**src/rtl/ttl_bus_grant_sequencer_pkg.sv**
```systemverilog
// Shared definitions for the bus grant sequencer: state encoding,
// requester count and the round-robin winner search.
package ttl_bus_grant_sequencer_pkg;

    localparam int NUM_REQ = 4;

    typedef enum logic [1:0] {
        IDLE  = 2'b00,
        GRANT = 2'b01,
        GAP   = 2'b10
    } state_t;

    // First requesting index after 'last', wrapping mod 4. 'last' itself is
    // checked last so the previous owner has the lowest priority.
    // Returns 'last' when nothing is requesting; callers gate with |req.
    function automatic logic [1:0] rr_next(input logic [1:0]         last,
                                           input logic [NUM_REQ-1:0] req);
        logic [1:0] idx;
        rr_next = last;
        // Scan from the farthest candidate to the nearest so the nearest wins.
        for (int i = NUM_REQ; i >= 1; i--) begin
            idx = last + 2'(i);
            if (req[idx]) rr_next = idx;
        end
    endfunction

endpackage

```
**src/rtl/ttl_74155.sv**
```systemverilog
// Dual 2-to-4 line decoder/demultiplexer, 74155 behaviour.
// Channel 1 is enabled by C high and G_n low; channel 2 by C_n low and
// G_n low. Both channels share the A/B select inputs. Outputs active low.
module ttl_74155 (
    input  logic       A,
    input  logic       B,
    input  logic       _1C,
    input  logic       _1G_n,
    input  logic       _2C_n,
    input  logic       _2G_n,
    output logic [3:0] _1Y,
    output logic [3:0] _2Y
);

    // Decode both channels from the shared select lines.
    always_comb begin
        _1Y = 4'b1111;
        _2Y = 4'b1111;
        if (_1C && !_1G_n)
            _1Y[{B, A}] = 1'b0;
        if (!_2C_n && !_2G_n)
            _2Y[{B, A}] = 1'b0;
    end

endmodule

```
**src/rtl/ttl_bus_grant_sequencer.sv**
```systemverilog
// Round-robin arbiter sharing one bus among four active-low requesters.
// The grant is held in 74155 form (A, B, G_n) and decoded to one-hot
// active-low GNT_n. Break-before-make is enforced by a GAP phase in which
// G_n is high while A/B keep the old owner, so the decoder never glitches.
module ttl_bus_grant_sequencer
    import ttl_bus_grant_sequencer_pkg::*;
#(
    parameter int MIN_HOLD   = 2,
    parameter int MAX_HOLD   = 15,
    parameter int GAP_CYCLES = 1,
    parameter int CNT_W      = 4
) (
    input  logic               CLK,
    input  logic               CLR_n,
    input  logic [NUM_REQ-1:0] REQ_n,
    output logic               A,
    output logic               B,
    output logic               G_n,
    output logic [NUM_REQ-1:0] GNT_n,
    output logic               BUSY,
    output logic               FORCED
);

    localparam logic [CNT_W-1:0] MIN_C    = CNT_W'(MIN_HOLD);
    localparam logic [CNT_W-1:0] MAX_C    = CNT_W'(MAX_HOLD);
    localparam logic [CNT_W-1:0] GAP_LAST = CNT_W'(GAP_CYCLES - 1);
    localparam logic [CNT_W-1:0] CNT_SAT  = '1;

    state_t             state, state_nxt;
    logic [1:0]         sel, sel_nxt;     // current/last {B,A}
    logic [1:0]         last, last_nxt;   // round-robin pointer
    logic               g_n_r, g_n_nxt;
    logic [CNT_W-1:0]   cnt, cnt_nxt;     // hold counter, 1 in first grant cycle
    logic [CNT_W-1:0]   gcnt, gcnt_nxt;   // gap counter, 0 in first gap cycle
    logic               busy_r, busy_nxt;
    logic               forced_r, forced_nxt;

    logic [NUM_REQ-1:0] req;
    logic               any_req;
    logic [1:0]         win;
    logic               rel_norm;
    logic               rel_force;
    logic [NUM_REQ-1:0] unused_y2;

    assign req       = ~REQ_n;
    assign any_req   = |req;
    assign win       = rr_next(last, req);
    assign rel_norm  = REQ_n[sel] && (cnt >= MIN_C);
    assign rel_force = (MAX_HOLD != 0) && (cnt == MAX_C);

    // State register; reset raises G_n at once, independent of the clock.
    always_ff @(posedge CLK or negedge CLR_n) begin
        if (!CLR_n) begin
            state    <= IDLE;
            sel      <= 2'd0;
            last     <= 2'd3;
            g_n_r    <= 1'b1;
            cnt      <= '0;
            gcnt     <= '0;
            busy_r   <= 1'b0;
            forced_r <= 1'b0;
        end else begin
            state    <= state_nxt;
            sel      <= sel_nxt;
            last     <= last_nxt;
            g_n_r    <= g_n_nxt;
            cnt      <= cnt_nxt;
            gcnt     <= gcnt_nxt;
            busy_r   <= busy_nxt;
            forced_r <= forced_nxt;
        end
    end

    // Next-state logic: arbitrate in IDLE or on the last GAP cycle, release
    // a grant on request drop (after MIN_HOLD) or on hitting MAX_HOLD.
    always_comb begin
        state_nxt  = state;
        sel_nxt    = sel;
        last_nxt   = last;
        g_n_nxt    = g_n_r;
        cnt_nxt    = cnt;
        gcnt_nxt   = gcnt;
        forced_nxt = 1'b0;

        unique case (state)
            IDLE: begin
                if (any_req) begin
                    state_nxt = GRANT;
                    sel_nxt   = win;
                    last_nxt  = win;
                    g_n_nxt   = 1'b0;
                    cnt_nxt   = CNT_W'(1);
                end
            end
            GRANT: begin
                if (rel_norm || rel_force) begin
                    state_nxt  = GAP;
                    g_n_nxt    = 1'b1;
                    gcnt_nxt   = '0;
                    // Only flag a release the requester did not ask for.
                    forced_nxt = rel_force && !rel_norm;
                end else if (cnt != CNT_SAT) begin
                    // Saturate so an unlimited hold never wraps below MIN_HOLD.
                    cnt_nxt = cnt + CNT_W'(1);
                end
            end
            GAP: begin
                if (gcnt == GAP_LAST) begin
                    if (any_req) begin
                        state_nxt = GRANT;
                        sel_nxt   = win;
                        last_nxt  = win;
                        g_n_nxt   = 1'b0;
                        cnt_nxt   = CNT_W'(1);
                    end else begin
                        state_nxt = IDLE;
                    end
                end else begin
                    gcnt_nxt = gcnt + CNT_W'(1);
                end
            end
            default: begin
                state_nxt = IDLE;
                g_n_nxt   = 1'b1;
            end
        endcase

        busy_nxt = (state_nxt != IDLE);
    end

    assign A      = sel[0];
    assign B      = sel[1];
    assign G_n    = g_n_r;
    assign BUSY   = busy_r;
    assign FORCED = forced_r;

    // Output decoder: channel 1 drives the grants, channel 2 parked inactive.
    ttl_74155 u_dec (
        .A     (sel[0]),
        .B     (sel[1]),
        ._1C   (1'b1),
        ._1G_n (g_n_r),
        ._2C_n (1'b1),
        ._2G_n (1'b1),
        ._1Y   (GNT_n),
        ._2Y   (unused_y2)
    );

endmodule

```
**config.mk**
```make
export PLATFORM = sky130hd
export DESIGN_NAME = ttl_bus_grant_sequencer
export DESIGN_NICKNAME = d
export VERILOG_FILES = /design/src/rtl/ttl_bus_grant_sequencer_pkg.sv /design/src/rtl/ttl_74155.sv /design/src/rtl/ttl_bus_grant_sequencer.sv
export SDC_FILE = /design/constraint.sdc
export NUM_CORES = 1
export LEC_CHECK = 0
export ABC_AREA = 1
export BUFFER_PORTS_ARGS = -buffer_cell sky130_fd_sc_hd__buf_2
export CELL_PAD_IN_SITES_DETAIL_PLACEMENT = 1
export CELL_PAD_IN_SITES_GLOBAL_PLACEMENT = 1
export CORE_MARGIN = 2
export CORE_UTILIZATION = 39
export CTS_BUF_LIST = sky130_fd_sc_hd__clkbuf_4 sky130_fd_sc_hd__clkbuf_8 sky130_fd_sc_hd__clkbuf_16
export CTS_CLUSTER_SIZE = 24
export DETAILED_ROUTE_END_ITERATION = 8
export PLACE_DENSITY = 0.71
export SYNTH_ARGS = -nofsm -noshare
export SYNTH_HDL_FRONTEND = slang
export SYNTH_SLANG_ARGS = --single-unit
```
**constraint.sdc**
```tcl
create_clock -name CLK -period 1.8 [get_ports CLK]
set_input_delay 0.27 -clock CLK [delete_from_list [all_inputs] [get_ports CLK]]
set_output_delay 0.27 -clock CLK [all_outputs]
set_load 0.01 [all_outputs]
```
==> results of run 1 <==
-- logic make-up after synthesis --
logic type	Yosys count	share of synthesized area [%]
simple gates	81	36.1
buf+inv	20	7.87
compound gates	17	8.70
flops	17	40.9
fa+ha+maj	4	4.77
xor+xnor	2	1.67
-- worst reg2reg max path, cell delays in order, from the launching register on --
cell	delay, ns
dfstp_2	0.58
buf_4	0.14
nand2_1	0.07
nand2_1	0.10
nor2_1	0.07
o21ai_0	0.20
nand2_1	0.07
nand2_1	0.06
nand2_1	0.04
nand2_1	0.09
nand2_1	0.07
nand2_1	0.07
-- metal layers --
metal	up-vias	part of all wire (%)
met3	4	3.0
met5	-	0
met1	460	45
met4	0	1.5
li1	490	-
met2	13	50
-- report_power, final --
part	total, mW	switching, mW	leakage (nW)	internal, mW
Combinational	1.10	0.713	0.399	0.387
Clock	0.211	0.129	0.0177	0.0825
Sequential	0.660	0.127	0.212	0.533
-- area by class of cell --
cell class	count	area, um2
clock buffer	3	22.5
clock inverter	1	5.00
fill	341	1330
inverter	19	71.3
multi-input combinational	104	538
sequential	17	429
tap	30	37.5
timing repair buffer	16	87.6
-- synthesized netlist by cell type, types with 2 or more instances --
master,instances
xor2_1,2
inv_1,16
a21oi_1,4
nand4_1,5
ha_1,4
nand2_1,43
inv_2,3
dfstp_2,3
dfrtp_1,14
nand2_2,2
nand3_1,10
nor2_1,14
o21ai_0,10
-- flip-flops by register name (all words and copies together), names as in the netlist --
register  flops
G_n           1
cnt           4
state         2
last          2
BUSY          1
sel           2
gcnt          4
FORCED        1
-- worst max-delay path by stage --
stage          depth (start not counted)  slack, ns                 from                  end
4_1_cts                               11       0.20  last[0]$_DFFE_PN1P_   sel[1]$_DFFE_PN0P_
6_report                              11       0.19  last[0]$_DFFE_PN1P_  last[1]$_DFFE_PN1P_
5_1_grt                               11       0.02  last[1]$_DFFE_PN1P_   sel[1]$_DFFE_PN0P_
2_1_floorplan                         10       0.42  last[0]$_DFFE_PN1P_   sel[0]$_DFFE_PN0P_
3_5_place_dp                          11       0.21  last[0]$_DFFE_PN1P_   sel[1]$_DFFE_PN0P_
3_3_place_gp                           9       0.31   sel[0]$_DFFE_PN0P_       BUSY$_DFF_PN0_
-- repair_timing --
action | CTS | global route
buffers inserted | 0 | 1
endpoints found under the setup margin | 0 | 1
hold buffers | 1 | 0
hold endpoints to repair | 14 | 0
==> results_dict.tcl, run 1 <==
set metrics [dict create \
    tns_ns 0 \
    dp_slack_ns 0.214 \
    grt_max_degree 18 \
    final_cells 190 \
    clock_sinks 17 \
    syn_area_um2 1050 \
    hp-class "in2async" \
    finalInstanceArea_um2 1190 \
    post-dp-hpwl_um 1890 \
    yosysTopAreaCellShare_pct 33.4 \
    status "finished clean" \
    r2r-start "last[0]$_DFFE_PN1P_" \
    synthCells 141 \
    die_w_um 55.9 \
    vias 967 \
    synth_top_flop_cell "dfrtp_1" \
    wl_per_cell_um 12.7 \
    core_um2 2520 \
    final_cell_mix "43 x nand2_1, 16 x inv_1, 14 x dfrtp_1, 14 x nor2_1, 14 x buf_2" \
    irDropWorstVdd_uv 818 \
    hold_slack_ns 0.418 \
    yosysTopAreaCell "dfrtp_1" \
    diodes 0 \
    drt_iter0_drc 41 \
    crit_chain "buf_4, nand2_1, nand2_1, nor2_1, o21ai_0, nand2_1, nand2_1, nand2_1, nand2_1, nand2_1, nand2_1" \
    cts_buffers 3 \
    post-route-period-util_pct 89.6 \
    area_growth_pct 13.5 \
    fin_crit_ns 1.61 \
    postRouteAntennaNets 0 \
    rsz0062_at_grt "false" \
    grt_pass1_wl_um 4330 \
    grt_usage_pct 17.2 \
    p_leak_nw 0.629 \
    worst_path_largest_cell_delay_ns 0.58 \
    required_ns 2.04 \
    critPathCaptureType "flip-flop" \
    grtUsageMet2_pct 30.8 \
    syn_avg_cell_area_um2 7.45 \
    finish.utilization_pct 47.2 \
    cp_slowest_cell "dfstp_2" \
    ys_ff_latch 17 \
    root_buffer "clkbuf_4" \
    io_pins 15 \
    p_per_area_nw_per_um2 1660 \
    cts_buffer_depth 2 \
    fin_worst_skew_ns 0.00239 \
    antenna_found_initial 0 \
    dieArea_um2 3120 \
    dpl_cell_area_um2 1150 \
    ys_seq_area_share_pct 40.9 \
    start_util_pct 41.6 \
    num_rows 18 \
    grt_busiest_layer "met2" \
    drt-pass1-iter-count 4 \
    setup_viol 0 \
    synth_edf_count 0 \
    critical_path.max_fanout 5 \
    maxSlewHeadroom_pct 74.6 \
    hold_viol_final 0 \
    use_met1_pct 21.1 \
    total_power_mw 1.97 \
    startpoint_type "flip-flop" \
    gp_congestion 0.810 \
    tightest_slew_ns 0.379 \
    port_buffers 14 \
    grt_overflow 0 \
    clk_pin_slew_ns 0.11 \
    synthTopCellsByArea "dfrtp_1 33%, nand2_1 15%, dfstp_2 7.5%, inv_1 5.7%, nor2_1 5.0%" \
    cap_violations 0 \
    cts_resized 0 \
    cp_num_buf_inv 1 \
    crit_type "reg2reg" \
    fin_nets 171 \
    dp.cells 184 \
    async_flop_share_pct 100 \
    routed_wl_um 2410 \
    r2r_slack_ns 0.19 \
    cp.arrival_ns 1.85 \
    syn-num-nets 151 \
    cts_tree "done" \
    r2r-end "last[1]$_DFFE_PN1P_" \
    ys_types 24 \
    viasPerCell 5.09 \
    htree_num_levels 1 \
    fin_ws_ns 0.188 \
    r2r.worst_path.cells 11 \
    final-max-slew-violation-count 0 \
    crit_family "simple AND/OR/NAND/NOR gates" \
    clock_latency_ns 0.29 \
    grt_pass1_vias 1022 \
    met3_usage_pct 1.86 \
    die_y_um 55.9 \
    yosysWarnings 0 \
    drc_errors 0 \
    clock.fmax_mhz 620 \
    crit_top_cell "nand2_1" \
    final_layout_size_suffix_gt1_share_pct 20.6 \
    final_common_cell "nand2_1" \
]
Note: power is estimated with default switching activity, not from simulation.
==> run 2: changes to the inputs <==
--- a/config.mk
+++ b/config.mk
@@ -5,7 +5,6 @@
 export SDC_FILE = /design/constraint.sdc
 export NUM_CORES = 1
 export LEC_CHECK = 0
-export ABC_AREA = 1
 export BUFFER_PORTS_ARGS = -buffer_cell sky130_fd_sc_hd__buf_2
 export CELL_PAD_IN_SITES_DETAIL_PLACEMENT = 1
 export CELL_PAD_IN_SITES_GLOBAL_PLACEMENT = 1
@@ -14,7 +13,7 @@
 export CTS_BUF_LIST = sky130_fd_sc_hd__clkbuf_4 sky130_fd_sc_hd__clkbuf_8 sky130_fd_sc_hd__clkbuf_16
 export CTS_CLUSTER_SIZE = 24
 export DETAILED_ROUTE_END_ITERATION = 8
-export PLACE_DENSITY = 0.71
+export PLACE_DENSITY = 0.68
 export SYNTH_ARGS = -nofsm -noshare
 export SYNTH_HDL_FRONTEND = slang
 export SYNTH_SLANG_ARGS = --single-unit
==> run 2 against run 1 <==
Compared with the run above:
- the run now ends with setup timing left
- clock skew increased by 0.0047 ns
- largest power group unchanged
- die area increased by 1.7%
- sequential share of layout area decreased by 6.4 points
- critical path type unchanged
- design area increased by 22%
- synthesized cell count decreased by 18%
- sequential cell count unchanged
- total power increased by 29%
==> results_dict.tcl, run 2 <==
set metrics [dict create \
    ys_ff_latch 17 \
    ys_types 44 \
    clock_latency_ns 0.30 \
    fin_ws_ns -0.185 \
    hold_depth 3 \
    cp_slowest_cell "or4b_1" \
    yosysWarnings 0 \
    synth_edf_count 0 \
    start_util_pct 42.0 \
    port_buffers 14 \
    clock.fmax_mhz 504 \
    antenna_found_initial 0 \
    synthTopCellsByArea "dfrtp_1 33%, dfstp_2 7.4%, nor2_1 6.0%, ha_1 4.7%, a21oi_1 3.7%" \
    r2r.worst_path.cells 7 \
    cp_num_buf_inv 1 \
    tightest_slew_ns 0.407 \
    ys_seq_area_share_pct 40.2 \
    netlist_top_cells_count "17 x nor2_1, 14 x dfrtp_1, 9 x nand2_1" \
    post-route-period-util_pct 110 \
    wl_per_cell_um 14.8 \
    ff_latch_area_um2 429 \
    setup_viol 10 \
    critical_path.max_fanout 2 \
    cts_buffer_depth 2 \
    synth_top_flop_cell "dfrtp_1" \
    multi_input_area_um2 634 \
    fin_crit_ns 1.99 \
    yosysTopAreaCell "dfrtp_1" \
    final-max-slew-violation-count 0 \
    cts_buffers 3 \
    finish.utilization_pct 56.9 \
    hp-class "in2reg" \
    crit_family "simple AND/OR/NAND/NOR gates" \
    crit_chain "inv_2, ha_4, or4b_4, a22oi_2, o31ai_4, or4b_1, nand2_1" \
    routed_wl_um 2760 \
    final_common_cell "buf_4" \
    failed_checks "setup timing" \
    die_y_um 56.3 \
    grt_pass1_vias 1067 \
    yosysMostFrequentCell "nor2_1" \
    maxSlewHeadroom_pct 72.6 \
    clock_sinks 17 \
    fillCellCount 313 \
    area_growth_pct 35.6 \
    synthCells 115 \
    cp.arrival_ns 2.24 \
    die_w_um 56.3 \
    drt_iter0_drc 7 \
    diodes 0 \
    core_um2 2540 \
    tns_ns -0.382 \
    viasPerCell 5.36 \
    postRouteAntennaNets 0 \
    syn_area_um2 1070 \
    grt_overflow 0 \
    dieArea_um2 3170 \
    dp.cells 176 \
    worst_path_largest_cell_delay_ns 0.47 \
    startpoint_type "flip-flop" \
    root_buffer "clkbuf_4" \
    path_depth 7 \
    grt_usage_pct 19.3 \
    p_leak_nw 0.680 \
    fin_nets 167 \
    hold_viol_final 0 \
    syn_avg_cell_area_um2 9.29 \
    async_flop_share_pct 100 \
    grt_max_degree 18 \
    crit_type "reg2reg" \
    post-dp-hpwl_um 2120 \
    io_pins 15 \
    critPathCaptureType "flip-flop" \
    gp_congestion 0.754 \
    final_layout_size_suffix_gt1_share_pct 45.5 \
    vias 997 \
    drc_errors 0 \
    grt_pass1_wl_um 4810 \
    htree_num_levels 1 \
    top_regs "cnt (4), gcnt (4)" \
    drt-pass1-iter-count 4 \
    num_rows 18 \
    cap_violations 0 \
    yosysTopAreaCellShare_pct 32.8 \
    syn-num-nets 125 \
    p_per_area_nw_per_um2 1750 \
    final_cell_mix "27 x buf_4, 15 x nor2_1, 14 x dfrtp_1, 14 x buf_2, 9 x nand2_1" \
    cts_tree "done" \
    required_ns 2.05 \
    clk_pin_slew_ns 0.11 \
    status "finished with violations" \
    irDropWorstVdd_uv 1010 \
    rsz0062_at_grt "true" \
    fin_worst_skew_ns 0.00713 \
    final_cells 186 \
]
## run 2: cell count changes in the layout (fill, tap and decap cells not counted), sizes merged, moves of 4 or more
cell	previous run	this run
o21ai	12	8
inv	19	7
nand2	46	9
buf	15	42
a21oi	4	8
nand4	5	1
nand3	12	2
## run 2: repair_timing
| item | 4_1_cts | 5_1_grt |
|---|---|---|
| endpoints found under the setup margin | 12 | 12 |
| resized for setup | 8 | 3 |
| buffers inserted | 2 | 3 |
| endpoints found under the hold margin | 14 | 0 |
| gates cloned | 0 | 0 |
| hold buffers | 1 | 0 |
| pin swaps | 3 | 1 |
## run 2: final cells by class
type	instances	area share (%)
tap	30	2.59
sequential	17	29.6
timing repair buffer	43	20.3
multi-input combinational	85	43.8
inverter	7	1.81
clock buffer	3	1.55
clock inverter	1	0.345
## run 2: kinds of logic (layout without fill, tap and decap cells)
kind of cell    after synthesis  after routing  share of synthesized area [%]
fa+ha+maj                     4              4                           4.68
simple gates                 47             47                           23.2
xor+xnor                      2              2                           1.64
buf+inv                      13             54                           5.62
mux                           3              3                           4.10
compound gates               29             29                           20.6
flops                        17             17                           40.2
## run 2: metrics by stage
stage	setup WS (ns)	instance area (um2)	hold slack (ns)	total power [mW]
floorplan	-0.149	1100	-0.0256	1.60
global placement	-0.124	1350	0.214	2.12
detailed placement	-0.205	1350	0.224	2.18
CTS	-0.213	1420	0.304	2.49
global route	-0.264	1450	0.328	2.75
finish	-0.185	1450	0.307	2.54
## run 2: where the power goes
| group | switching [mW] | internal [mW] |
|---|---|---|
| combinational | 0.785 | 0.843 |
| sequential | 0.139 | 0.553 |
| clock | 0.135 | 0.0829 |
## run 2: path summary, 6_finish.rpt
check                                          from                   to  slack (ns)
worst max-delay path            gcnt[0]$_DFFE_PN0P_   cnt[2]$_DFFE_PN0P_       -0.19
worst min-delay path                       REQ_n[0]  last[0]$_DFFE_PN1P_        0.31
worst max register to register  gcnt[0]$_DFFE_PN0P_   cnt[2]$_DFFE_PN0P_       -0.19
worst min register to register      G_n$_DFFE_PN1P_      G_n$_DFFE_PN1P_        0.55
max in group asynchronous                     CLR_n  last[0]$_DFFE_PN1P_        1.07
min in group asynchronous                     CLR_n   cnt[1]$_DFFE_PN0P_        0.41
## run 2: tightest hold or removal path: cells and delay by family
kind,cells,cell delay [ns]
compound gates,1,0.12
buf+inv,1,0.15
simple gates,1,0.07
## run 2: per-layer routing
layer | global-route usage, % | wire length, um | up-vias
li1 | - | - | 489
met5 | 0 | 0 | -
met4 | 8.84 | 70 | 0
met2 | 33.8 | 1390 | 15
met3 | 2.30 | 59 | 6
met1 | 23.6 | 1240 | 487
